===== src/rtl/vid_timing_pkg.sv =====
// Shared timing constants and helpers for the SMC-777 raster timing generator.
//
// Contents:
//   SMC_* constants  default SMC-777 horizontal and NTSC/PAL vertical timing
//   vval_t           working width for vertical threshold arithmetic
//   v_timing_t       one set of vertical thresholds (total/active/sync start/end)
//   v_scale()        doubles a vertical value when line doubling is in effect
//   v_timing_scale() applies v_scale() to every field of a v_timing_t
package vid_timing_pkg;

    localparam int unsigned SMC_CE_DIV  = 2;

    localparam int unsigned SMC_H_TOT   = 638;
    localparam int unsigned SMC_H_ACT   = 529;
    localparam int unsigned SMC_H_SS    = 544;
    localparam int unsigned SMC_H_SE    = 590;

    localparam int unsigned SMC_V_TOT_N = 262;
    localparam int unsigned SMC_V_ACT_N = 240;
    localparam int unsigned SMC_V_SS_N  = 245;
    localparam int unsigned SMC_V_SE_N  = 248;

    localparam int unsigned SMC_V_TOT_P = 312;
    localparam int unsigned SMC_V_ACT_P = 300;
    localparam int unsigned SMC_V_SS_P  = 304;
    localparam int unsigned SMC_V_SE_P  = 308;

    // Wide enough for any doubled line count this core can use.
    localparam int unsigned V_CALC_W = 16;

    typedef logic [V_CALC_W-1:0] vval_t;

    typedef struct packed {
        vval_t tot;
        vval_t act;
        vval_t ss;
        vval_t se;
    } v_timing_t;

    // Line doubling is a plain left shift of every vertical value.
    function automatic vval_t v_scale(input vval_t value, input logic sd);
        return sd ? vval_t'(value << 1) : value;
    endfunction

    function automatic v_timing_t v_timing_scale(input v_timing_t t, input logic sd);
        v_timing_t r;
        r.tot = v_scale(t.tot, sd);
        r.act = v_scale(t.act, sd);
        r.ss  = v_scale(t.ss,  sd);
        r.se  = v_scale(t.se,  sd);
        return r;
    endfunction

endpackage


===== src/rtl/pix_ce_gen.sv =====
// Pixel clock-enable divider.
//
// Produces a one-clk ce_pix pulse every P clocks, where P = CE_DIV at single
// line rate and CE_DIV/2 when line doubling is in effect. With P = 1 the
// enable is held high continuously once out of reset.
//
// Ports:
//   clk     in   system clock
//   reset   in   synchronous, active-high
//   sd      in   latched scandouble (selects the divide ratio)
//   ce_pix  out  pixel clock enable
module pix_ce_gen #(
    parameter int unsigned CE_DIV = 2
) (
    input  logic clk,
    input  logic reset,
    input  logic sd,
    output logic ce_pix
);

    localparam int unsigned CW = (CE_DIV > 2) ? $clog2(CE_DIV) : 1;

    logic [CW-1:0] cnt;
    logic [CW-1:0] cnt_eff;
    logic [CW-1:0] last;
    logic          sd_prev;

    // A ratio change restarts the divider from zero so the first period in
    // the new mode is a full one: no extra or dropped enable at the switch.
    always_comb begin
        last    = sd ? CW'(CE_DIV / 2 - 1) : CW'(CE_DIV - 1);
        cnt_eff = (sd != sd_prev) ? '0 : cnt;
    end

    always_ff @(posedge clk) begin
        if (reset) begin
            cnt     <= '0;
            ce_pix  <= 1'b0;
            sd_prev <= sd;
        end else begin
            ce_pix  <= (cnt_eff == last);
            cnt     <= (cnt_eff == last) ? '0 : cnt_eff + CW'(1);
            sd_prev <= sd;
        end
    end

endmodule


===== src/rtl/video_timing_gen.sv =====
// Parametrised raster timing generator for the SMC-777 core.
//
// Generates the pixel enable, raster counters, blanking, sync and pixel
// coordinates for NTSC/PAL at single or doubled line rate. The requested mode
// (pal/scandouble) is latched only at the end of a frame so a frame is never
// split between two timings.
//
// Ports:
//   clk          in   system clock
//   reset        in   synchronous, active-high
//   pal          in   requested mode: 1 = PAL, 0 = NTSC
//   scandouble   in   requested line doubling
//   ce_pix       out  pixel clock enable
//   hc, vc       out  horizontal / vertical counters
//   x, y         out  active column / source line, 0 outside the active area
//   de           out  data enable (neither blank active)
//   hblank       out  horizontal blank
//   vblank       out  vertical blank
//   hsync        out  horizontal sync, HS_POL-active
//   vsync        out  vertical sync, VS_POL-active
//   line_start   out  one-clk pulse with hc = 0 after each line wrap
//   frame_start  out  one-clk pulse with hc = vc = 0 after each frame wrap
//   frame_cnt    out  completed frames, wrapping
//   pal_l, sd_l  out  mode currently in effect
module video_timing_gen
    import vid_timing_pkg::*;
#(
    parameter int unsigned CE_DIV  = SMC_CE_DIV,
    parameter int unsigned HW      = 10,
    parameter int unsigned VW      = 10,
    parameter int unsigned H_TOT   = SMC_H_TOT,
    parameter int unsigned H_ACT   = SMC_H_ACT,
    parameter int unsigned H_SS    = SMC_H_SS,
    parameter int unsigned H_SE    = SMC_H_SE,
    parameter int unsigned V_TOT_N = SMC_V_TOT_N,
    parameter int unsigned V_ACT_N = SMC_V_ACT_N,
    parameter int unsigned V_SS_N  = SMC_V_SS_N,
    parameter int unsigned V_SE_N  = SMC_V_SE_N,
    parameter int unsigned V_TOT_P = SMC_V_TOT_P,
    parameter int unsigned V_ACT_P = SMC_V_ACT_P,
    parameter int unsigned V_SS_P  = SMC_V_SS_P,
    parameter int unsigned V_SE_P  = SMC_V_SE_P,
    parameter logic        HS_POL  = 1'b1,
    parameter logic        VS_POL  = 1'b1,
    parameter int unsigned FRAME_W = 8
) (
    input  logic               clk,
    input  logic               reset,
    input  logic               pal,
    input  logic               scandouble,
    output logic               ce_pix,
    output logic [HW-1:0]      hc,
    output logic [VW-1:0]      vc,
    output logic [HW-1:0]      x,
    output logic [VW-1:0]      y,
    output logic               de,
    output logic               hblank,
    output logic               vblank,
    output logic               hsync,
    output logic               vsync,
    output logic               line_start,
    output logic               frame_start,
    output logic [FRAME_W-1:0] frame_cnt,
    output logic               pal_l,
    output logic               sd_l
);

    localparam v_timing_t V_NTSC = '{
        tot: vval_t'(V_TOT_N), act: vval_t'(V_ACT_N),
        ss:  vval_t'(V_SS_N),  se:  vval_t'(V_SE_N)
    };
    localparam v_timing_t V_PAL = '{
        tot: vval_t'(V_TOT_P), act: vval_t'(V_ACT_P),
        ss:  vval_t'(V_SS_P),  se:  vval_t'(V_SE_P)
    };

    localparam logic [HW-1:0] H_LAST_V = HW'(H_TOT - 1);
    localparam logic [HW-1:0] H_ACT_V  = HW'(H_ACT);
    localparam logic [HW-1:0] H_SS_V   = HW'(H_SS);
    localparam logic [HW-1:0] H_SE_V   = HW'(H_SE);

    v_timing_t     v_cur;
    logic [VW-1:0] v_last;
    logic [VW-1:0] v_act;
    logic [VW-1:0] v_ss;
    logic [VW-1:0] v_se;
    logic          h_wrap;
    logic          v_wrap;

    pix_ce_gen #(
        .CE_DIV (CE_DIV)
    ) u_pix_ce_gen (
        .clk    (clk),
        .reset  (reset),
        .sd     (sd_l),
        .ce_pix (ce_pix)
    );

    // Vertical thresholds always follow the latched mode, never the inputs.
    always_comb begin
        v_cur  = v_timing_scale(pal_l ? V_PAL : V_NTSC, sd_l);
        v_last = VW'(v_cur.tot - vval_t'(1));
        v_act  = VW'(v_cur.act);
        v_ss   = VW'(v_cur.ss);
        v_se   = VW'(v_cur.se);
        h_wrap = (hc == H_LAST_V);
        v_wrap = h_wrap && (vc == v_last);
    end

    assign x  = (hc < H_ACT_V) ? hc : '0;
    assign y  = (vc < v_act) ? (vc >> sd_l) : '0;
    assign de = ~hblank & ~vblank;

    // Flags are decoded from the counter value that the current ce consumes,
    // so they appear together with the following counter value.
    always_ff @(posedge clk) begin
        if (reset) begin
            hc          <= '0;
            vc          <= '0;
            frame_cnt   <= '0;
            hblank      <= 1'b0;
            vblank      <= 1'b0;
            hsync       <= ~HS_POL;
            vsync       <= ~VS_POL;
            line_start  <= 1'b0;
            frame_start <= 1'b0;
            pal_l       <= pal;
            sd_l        <= scandouble;
        end else begin
            line_start  <= 1'b0;
            frame_start <= 1'b0;
            if (ce_pix) begin
                if (h_wrap) begin
                    hc         <= '0;
                    line_start <= 1'b1;
                    if (v_wrap) begin
                        vc          <= '0;
                        frame_start <= 1'b1;
                        frame_cnt   <= frame_cnt + FRAME_W'(1);
                        pal_l       <= pal;
                        sd_l        <= scandouble;
                    end else begin
                        vc <= vc + VW'(1);
                    end
                end else begin
                    hc <= hc + HW'(1);
                end

                if (hc == H_ACT_V) begin
                    hblank <= 1'b1;
                end else if (hc == '0) begin
                    hblank <= 1'b0;
                end

                if (hc == H_SS_V) begin
                    hsync <= HS_POL;
                end else if (hc == H_SE_V) begin
                    hsync <= ~HS_POL;
                end

                // Vertical flags move only at the hsync leading edge.
                if (hc == H_SS_V) begin
                    if (vc == v_act) begin
                        vblank <= 1'b1;
                    end else if (vc == '0) begin
                        vblank <= 1'b0;
                    end

                    if (vc == v_ss) begin
                        vsync <= VS_POL;
                    end else if (vc == v_se) begin
                        vsync <= ~VS_POL;
                    end
                end
            end
        end
    end

endmodule


===== config.mk =====
export PLATFORM = sky130hd
export DESIGN_NAME = video_timing_gen
export DESIGN_NICKNAME = d
export VERILOG_FILES = /design/src/rtl/vid_timing_pkg.sv /design/src/rtl/pix_ce_gen.sv /design/src/rtl/video_timing_gen.sv
export SDC_FILE = /design/constraint.sdc
export NUM_CORES = 1
export LEC_CHECK = 0
export ABC_AREA = 1
export CAP_MARGIN = 25
export CORE_MARGIN = 2
export CORE_UTILIZATION = 35
export DETAILED_ROUTE_END_ITERATION = 12
export HOLD_SLACK_MARGIN = 0.02
export PLACE_DENSITY = 0.63
export SYNTH_ARGS = -nofsm -noshare
export SYNTH_HDL_FRONTEND = slang
export SYNTH_SLANG_ARGS = --single-unit

===== constraint.sdc =====
create_clock -name clk -period 3.2 [get_ports clk]
set_input_delay 0.48 -clock clk [delete_from_list [all_inputs] [get_ports clk]]
set_output_delay 0.48 -clock clk [all_outputs]
set_load 0.02 [all_outputs]

# Word-level counts from Yosys, hierarchy flattened
# Index checks and enable logic that the tools add are counted.
op_classes:
  add_sub_neg: 5
  order_cmp: 2
  n_eq_ne: 10
  shifts: 1
  mux: 29
  bitwise: 5
  n_reduce_logical: 20
op_table:
  columns: ["cell", "n"]
  rows:
  - ["10-bit two-way mux", 8]
  - ["54-bit two-way mux", 1]
  - ["10-bit == test", 4]
  - ["10-bit == test, second input constant", 4]
  - ["10-bit by 1-bit adder with 10-bit output, second input constant", 2]
  - ["10-bit zero test", 2]
  - ["1-bit two-way mux", 20]
  - ["2-bit nonzero test", 7]
  - ["3-bit AND reduction", 4]
  - ["10-bit less-than comparator", 1]
  - ["10-bit less-than comparator, second input constant", 1]
  - ["10-bit by 1-bit right shift with 10-bit output", 1]
  - ["10-bit by 1-bit subtractor with 10-bit output, second input constant", 1]
  - ["8-bit by 1-bit adder with 8-bit output, second input constant", 1]
  - ["2-bit AND reduction", 3]
  - ["1-bit inverter", 4]
  - ["2-bit OR reduction", 2]
  - ["3-bit OR reduction", 1]
  - ["1-bit adder, second input constant", 1]
  - ["1-bit AND", 1]
  - ["1-bit == test", 1]
  - ["1-bit logical AND", 1]
  - ["1-bit inequality test", 1]
totals:
  register_bits: 39
  in_bits: 4
  out_inout_bits: 58
  word_cells: 86

# Logic depth before layout (Yosys ltp)
# Gate-level depths: netlist (run 1).
depth:
  depth_word: 9
  ltp_mapped: 16
  mapped_depth_nobuf: 15

# By module
# From an unflattened synthesis (run 1), not the netlist that was laid out.
hier_totals:
  hier_cells: 399
  area_unflattened_um2: 2746.4
modules_own_cells:
  columns: ["mod", "n_inst", "cells_each", "area_each_um2", "seq_area_each_um2"]
  rows:
  - ["video_timing_gen", 1, 388, 2655.0, 740.7]
  - ["pix_ce_gen", 1, 11, 91.3, 60.1]

# Worst setup path before layout (run 1)
# Ideal clock, no wire load.
synth_path:
  kind: "reg-to-output"
  from: "reg sd_l"
  to: "out y[0]"
  arrival_ns: 2.441
  required_ns: 2.720
  path_slack_ns: 0.279
  stages_incl_launch_ff: 11
  path_buffers: 1
  cell_sequence: "edfxtp_1 > buf_4 > inv_2 > ha_1 > inv_1 > ha_1 > nand2_1 > nor2_1 > nand2_1 > o211ai_1 > a211oi_1"
synth_between:
  elab_chain_cells: 3
  word_cells_on_any_way: 4
  cone_classes: "1 x order compare; 1 x shift; 2 x mux"
synth_rtl:
  columns: ["item", "line_no", "text"]
  rows:
  - ["from (decl)", "video_timing_gen.sv:65", "output logic sd_l"]
  - ["from (signal assigned)", "video_timing_gen.sv:128", "sd_l <= scandouble;"]
  - ["from (signal assigned)", "video_timing_gen.sv:141", "sd_l <= scandouble;"]
  - ["10-bit two-way mux", "vid_timing_pkg.sv:42", "return sd ? vval_t'(value << 1) : value;"]
  - ["10-bit less-than comparator", "video_timing_gen.sv:111", "assign y = (vc < v_act) ? (vc >> sd_l) : '0;"]
  - ["10-bit two-way mux *", "video_timing_gen.sv:111", null]
  - ["to (decl)", "video_timing_gen.sv:55", "output logic [VW-1:0] y,"]
# Every way passes the cells marked *; elsewhere a longest branch is shown, timed or not.

# Worst setup path in the final report (run 1)
layout_path:
  from: "reg sd_l"
  to: "out y[6]"
# Same word-level chain as after synthesis.

==> run_results.csv, run 1 <==
group,metric,value,unit
clock_tree,cts_sinks,39,
worst_setup_path,reg2reg_setup_slack,1.07,ns
route,wl,8047,um
worst_setup_path,cp_cell_sequence,"inv_2 -> ha_1 -> inv_1 -> ha_1 -> nand2_1 -> nor2_1 -> nand2_1 -> o211ai_1 -> buf_4 -> a211oi_1 -> dlygate4sd2_1",
sta,max_freq,0.3304,GHz
placed_design,port_buffers,61,
worst_setup_path,cp-start-kind,"flop",
cells_and_area,reg_top3,"hc (10), vc (10), frame_cnt (8)",
status,outcome,"finished clean",
placed_design,gp_congestion,1.068,
worst_setup_path,crit_family,"buffers and inverters",
clock_tree,clk_latency,0.28,ns
pwr,fin_total_pwr,0.9444,mW
synth,synthTopCellsByCount,"nand2_1, nor2_1, inv_1",
hold_path,holdPathEnd,"frame_cnt[2]",
clock_tree,clk_pin_slew,0.07,ns
synth,syn_nets,449,
grt,grt-ovfl-total,0,
sta,hold_violations,0,
placed_design,dp.cells,589,
worst_setup_path,crit_fanout,7,
synth,yosysMostFrequentCell,"nand2_1",
worst_setup_path,critical-path-max-stage-delay,0.41,ns
sta,period_minus_slack,3.027,ns
grt,antenna_found_initial,0,
synth,synth_edf_count,2,
cells_and_area,nNetsFinal,523,
sta,slew_violations,0,
worst_setup_path,worstPathArrival,2.55,ns
cells_and_area,stdcell_count,597,
worst_setup_path,r2r_cells,11,
floorplan,core,7687,um^2
sta,maxSlewHeadroom,0.5718,
hold_path,hp-start,"frame_cnt[2]",
cells_and_area,drive_gt1_frac,0.09697,
worst_setup_path,r2r_start,"sd_l",
pwr,leakage,1.668,nW
synth,synth_cells,422,
route,firstDrtPassIters,4,
synth,synthFlopType,"dfxtp_1",
worst_setup_path,worstSetupEndpointType,"output pin",
worst_setup_path,slowest_stage,"edfxtp_1",
sta,worst_pin_slew,0.6415,ns
synth,netlist_area,2759,um^2
grt,track_usage,0.1903,
clock_tree,cts_made_buffers,5,
synth,synth_top_area_frac,0.2685,
clock_tree,cts_tree,"yes",
cells_and_area,area_delta_synth_final,32.06,%
hold_path,worstHoldPathType,"flop to flop",
cells_and_area,fillers,792,
worst_setup_path,crit_required,2.72,ns
sta,fin_skew,0.002678,ns
sta,setup_violations,0,
sta,rsz0062_at_grt,"no",
route,vias,2895,
floorplan,floorplan.initialDensity,0.3589,
placed_design,hpwl,6298,um
grt,grt_pass1_vias,2797,
grt,grt_pass1_wl,13280,um
worst_setup_path,reg2reg_to,"sd_l",
grt,grt_max_degree,17,
synth,ys_warn_count,0,
floorplan,dieArea,8609,um^2
synth,ys_types,34,
route,post_drt_wl_per_cell,13.48,um
route,drc,0,
synth,synth-seq-area-share,0.2902,
clock_tree,ctsLongestPathBuffers,2,
worst_setup_path,path_buf_inv,4,
synth,synthArstFlopShare,0,
clock_tree,htree_num_levels,2,
synth,synth_top_area_cell,"dfxtp_1",
floorplan,die_w,92.79,um
floorplan,rows,32,
pwr,power.density,259.2,nW/um^2
route,antenna_left,0,
cells_and_area,antennaDiodeCount,0,
hold_path,holdPathStages,2,
floorplan,chipHeight,92.79,um
route,drt-initial-drc-count,164,
pwr,max-vdd-ir-drop,0.2159,mV
floorplan,ios,62,
synth,synth.area.top_cells,"dfxtp_1, nand2_1, nor2_1",
clock_tree,root_buffer,"clkbuf_8",
synth,avgSynthCellArea,6.538,um^2
sta,min_period_over_period,0.9458,
synth,synth-seq-cells,39,
flow_run,drv_cap,0,
worst_setup_path,path_class,"flop to output pin",
route,viasPerCell,4.849,
cells_and_area,post-route-util,0.4740,
sta,finalSetupTns,0,ns
[layout make-up]
class | instances | area [um^2] | share of cell area
multi-input combinational | 313 | 1685 | 0.4626
sequential | 39 | 800.8 | 0.2198
timing repair buffer | 75 | 721.9 | 0.1981
inverter | 62 | 232.7 | 0.06387
tap | 102 | 127.6 | 0.03503
clock buffer | 5 | 68.82 | 0.01889
clock inverter | 1 | 6.256 | 0.001717
[stage by stage]
stage               instance area (um^2)  setup WS (ns)  hold WS (ns)
finish                              3643         0.1734        0.4926
global placement                    3547         0.1625        0.4728
detailed placement                  3547        0.06901        0.4818
CTS                                 3631       0.006372        0.4985
global route                        3643       0.003437        0.5254
floorplan                           2759         0.2787        0.4748
[cells in the final DEF, fill, tap and decap left out, types with 6 or more instances in the layout]
cell type,Yosys,routed
nor2_2,6,6
inv_1,57,57
nand3_1,21,21
a211oi_1,9,9
dfxtp_1,37,37
nand4_1,10,10
buf_4,2,14
ha_1,23,23
nor2_1,85,85
a21oi_1,18,18
nand2_1,87,87
o21ai_0,12,12
nor3_1,11,11
clkdlybuf4s50_1,0,51
[power breakdown]
group	leakage (nW)	switching [mW]	internal (mW)
combinational	1.31	0.0794	0.0501
sequential	0.319	0.00871	0.495
clock	0.0404	0.166	0.145
[worst min-delay path: stages, from the launching register on]
cell and delay (ns):
dfxtp_1 0.34, inv_1 0.06, a21oi_1 0.05
[routing by layer]
| layer | vias to the layer above | GRT usage | share of wire |
|---|---|---|---|
| met3 | 8 | 0.03824 | 0.057 |
| met4 | 0 | 0.03922 | 0.0083 |
| li1 | 1496 | - | - |
| met5 | - | 0 | 0 |
| met1 | 1302 | 0.2541 | 0.48 |
| met2 | 89 | 0.3182 | 0.45 |
[worst max-delay path by stage]
stage / cells after the start / from / to
after global placement: 10 / sd_l / y[6]
after floorplan: 10 / sd_l / y[0]
final: 11 / sd_l / y[6]
after global routing: 11 / sd_l / y[2]
after CTS: 11 / sd_l / y[8]
after detailed placement: 10 / sd_l / y[6]
[repair_timing]
item | CTS | global route
endpoints found under the setup margin | 10 | 5
resized for setup | 5 | 5
setup buffers | 2 | 0
pin swaps | 1 | 0
cloned | 0 | 0
endpoints found under the hold margin | 0 | 0
hold buffers | 0 | 0
[cell families after synthesis]
group	count (synthesis)	share of synthesized area
simple gates	241	0.3977
compound gates	45	0.09614
xor+xnor	4	0.01270
buf+inv	70	0.09886
flops	39	0.2903
fa+ha+maj	23	0.1043
No activity file was read; power rests on OpenSTA's default activity.
==> run 2, diff against run 1 <==
--- a/config.mk
+++ b/config.mk
@@ -6,11 +6,13 @@
 export NUM_CORES = 1
 export LEC_CHECK = 0
 export ABC_AREA = 1
-export CAP_MARGIN = 25
+export CAP_MARGIN = 20
 export CORE_MARGIN = 2
 export CORE_UTILIZATION = 35
+export CTS_CLUSTER_SIZE = 28
 export DETAILED_ROUTE_END_ITERATION = 12
 export HOLD_SLACK_MARGIN = 0.02
+export MAX_ROUTING_LAYER = met4
 export PLACE_DENSITY = 0.63
 export SYNTH_ARGS = -nofsm -noshare
 export SYNTH_HDL_FRONTEND = slang
==> run_results.csv, run 2 (same netlist as run 1, synthesis figures left out) <==
group,metric,value,unit
clock_tree,clk_pin_slew,0.08,ns
cells_and_area,antennaDiodeCount,0,
sta,hold_violations,0,
status,outcome,"finished clean",
route,viasPerCell,4.886,
route,drc,0,
cells_and_area,drive_gt1_frac,0.1006,
clock_tree,cts_made_buffers,5,
clock_tree,hold_buffers,0,
sta,setup_violations,0,
worst_setup_path,worstPathArrival,2.54,ns
route,firstDrtPassIters,5,
route,drt-initial-drc-count,147,
clock_tree,cts_tree,"yes",
sta,worst_pin_slew,0.6488,ns
sta,fin_ws,0.1812,ns
grt,grt_pass1_wl,13480,um
worst_setup_path,path_class,"flop to output pin",
placed_design,dp.cells,589,
route,post_drt_wl_per_cell,13.32,um
placed_design,place_area,3547,um^2
cells_and_area,nNetsFinal,523,
cells_and_area,design_area,3679,um^2
clock_tree,cts_sinks,39,
sta,max_freq,0.3313,GHz
floorplan,chipHeight,92.79,um
route,antenna_left,0,
route,wl,7977,um
clock_tree,ctsLongestPathBuffers,2,
hold_path,worstHoldPathType,"flop to flop",
clock_tree,root_buffer,"clkbuf_8",
floorplan,core,7687,um^2
placed_design,hpwl,6142,um
sta,maxSlewHeadroom,0.5669,
route,vias,2927,
flow_run,drv_cap,0,
cells_and_area,final_common_cell,"nand2_1",
sta,rsz0062_at_grt,"no",
cells_and_area,area_delta_synth_final,33.33,%
cells_and_area,layout_common_cells,"nand2_1, nor2_1, inv_1",
clock_tree,htree_num_levels,2,
placed_design,port_buffers,61,
cells_and_area,reg_top3,"hc (10), vc (10), frame_cnt (8)",
worst_setup_path,crit_fanout,7,
pwr,leakage,1.674,nW
grt,grt-ovfl-total,0,
sta,slew_violations,0,
grt,track_usage,0.1963,
sta,fin_skew,0.007470,ns
floorplan,floorplan.initialDensity,0.3589,
sta,min_period_over_period,0.9434,
floorplan,ios,62,
pwr,power.density,281.8,nW/um^2
sta,finalSetupTns,0,ns
worst_setup_path,crit_required,2.72,ns
floorplan,rows,32,
pwr,max-vdd-ir-drop,0.1842,mV
grt,grt_max_degree,17,
placed_design,gp_congestion,1.027,
floorplan,die_w,92.79,um
cells_and_area,stdcell_count,599,
sta,period_minus_slack,3.019,ns
floorplan,dieArea,8609,um^2
worst_setup_path,worstSetupEndpointType,"output pin",
grt,antenna_found_initial,0,
clock_tree,clk_latency,0.29,ns
placed_design,pre_cts_slack,0.06520,ns
grt,grt_pass1_vias,2838,
worst_setup_path,cp-start-kind,"flop",
-- run 2: cell types whose count changed in the layout (fill, tap and decap cells not counted) --
cell and delta:
clkbuf_16 +1, clkbuf_8 +1, clkdlybuf4s15_1 +1, clkinv_2 +1, dlymetal6s2s_1 -1, inv_4 -1
-- run 2: path summary, 6_finish.rpt --
check	startpoint	to	slack (ns)	cells past startpoint
hold reg to reg	frame_cnt[2]	frame_cnt[2]	0.49	2
setup / recovery	sd_l	y[5]	0.18	11
hold / removal	frame_cnt[2]	frame_cnt[2]	0.49	2
setup reg to reg	sd_l	pal_l	1.04	11
-- run 2: stage by stage --
stage                     utilization  hold slack, ns  power, mW
after detailed placement       0.4614          0.4784     0.6467
final                          0.4785          0.4912      1.037
after global routing           0.4785          0.5269      1.083
after global placement         0.4614          0.4736     0.6466
after CTS                      0.4771          0.4989      1.046
after floorplan                     -          0.4748     0.5973
-- run 2: report_power, final --
group | internal [mW] | leakage (nW) | switching (mW)
Clock | 0.221 | 0.0594 | 0.183
Combinational | 0.0498 | 1.30 | 0.0792
Sequential | 0.495 | 0.319 | 0.00898
-- run 2: layer usage --
layer / GRT usage / share of wire / up-vias
met2: 0.3062 / 0.44 / 112
met5: - / 0 / -
li1: - / - / 1498
met1: 0.2642 / 0.48 / 1303
met3: 0.03336 / 0.065 / 14
met4: 0.05147 / 0.015 / 0
-- run 2: area by class of cell --
class	count	area [um^2]
Tap cell	102	127.6
Inverter	62	232.7
Fill cell	780	4009
Multi-Input combinational cell	313	1685
Timing Repair Buffer	75	719.4
Clock inverter	1	5.005
Sequential cell	39	800.8
Clock buffer	7	107.6
-- run 2: timing repair --
action	in CTS	in global routing
resized for setup	6	5
setup buffers	2	0
endpoints found under the setup margin	10	5
pin swaps	0	0
-- run 2: worst max-delay path, cell delays in order (launching register included) --
cell	delay, ns
edfxtp_1	0.42
inv_2	0.05
ha_1	0.32
inv_1	0.08
ha_1	0.34
nand2_1	0.12
nor2_1	0.05
nand2_1	0.06
o211ai_1	0.10
buf_4	0.19
a211oi_1	0.17
dlygate4sd2_1	0.36
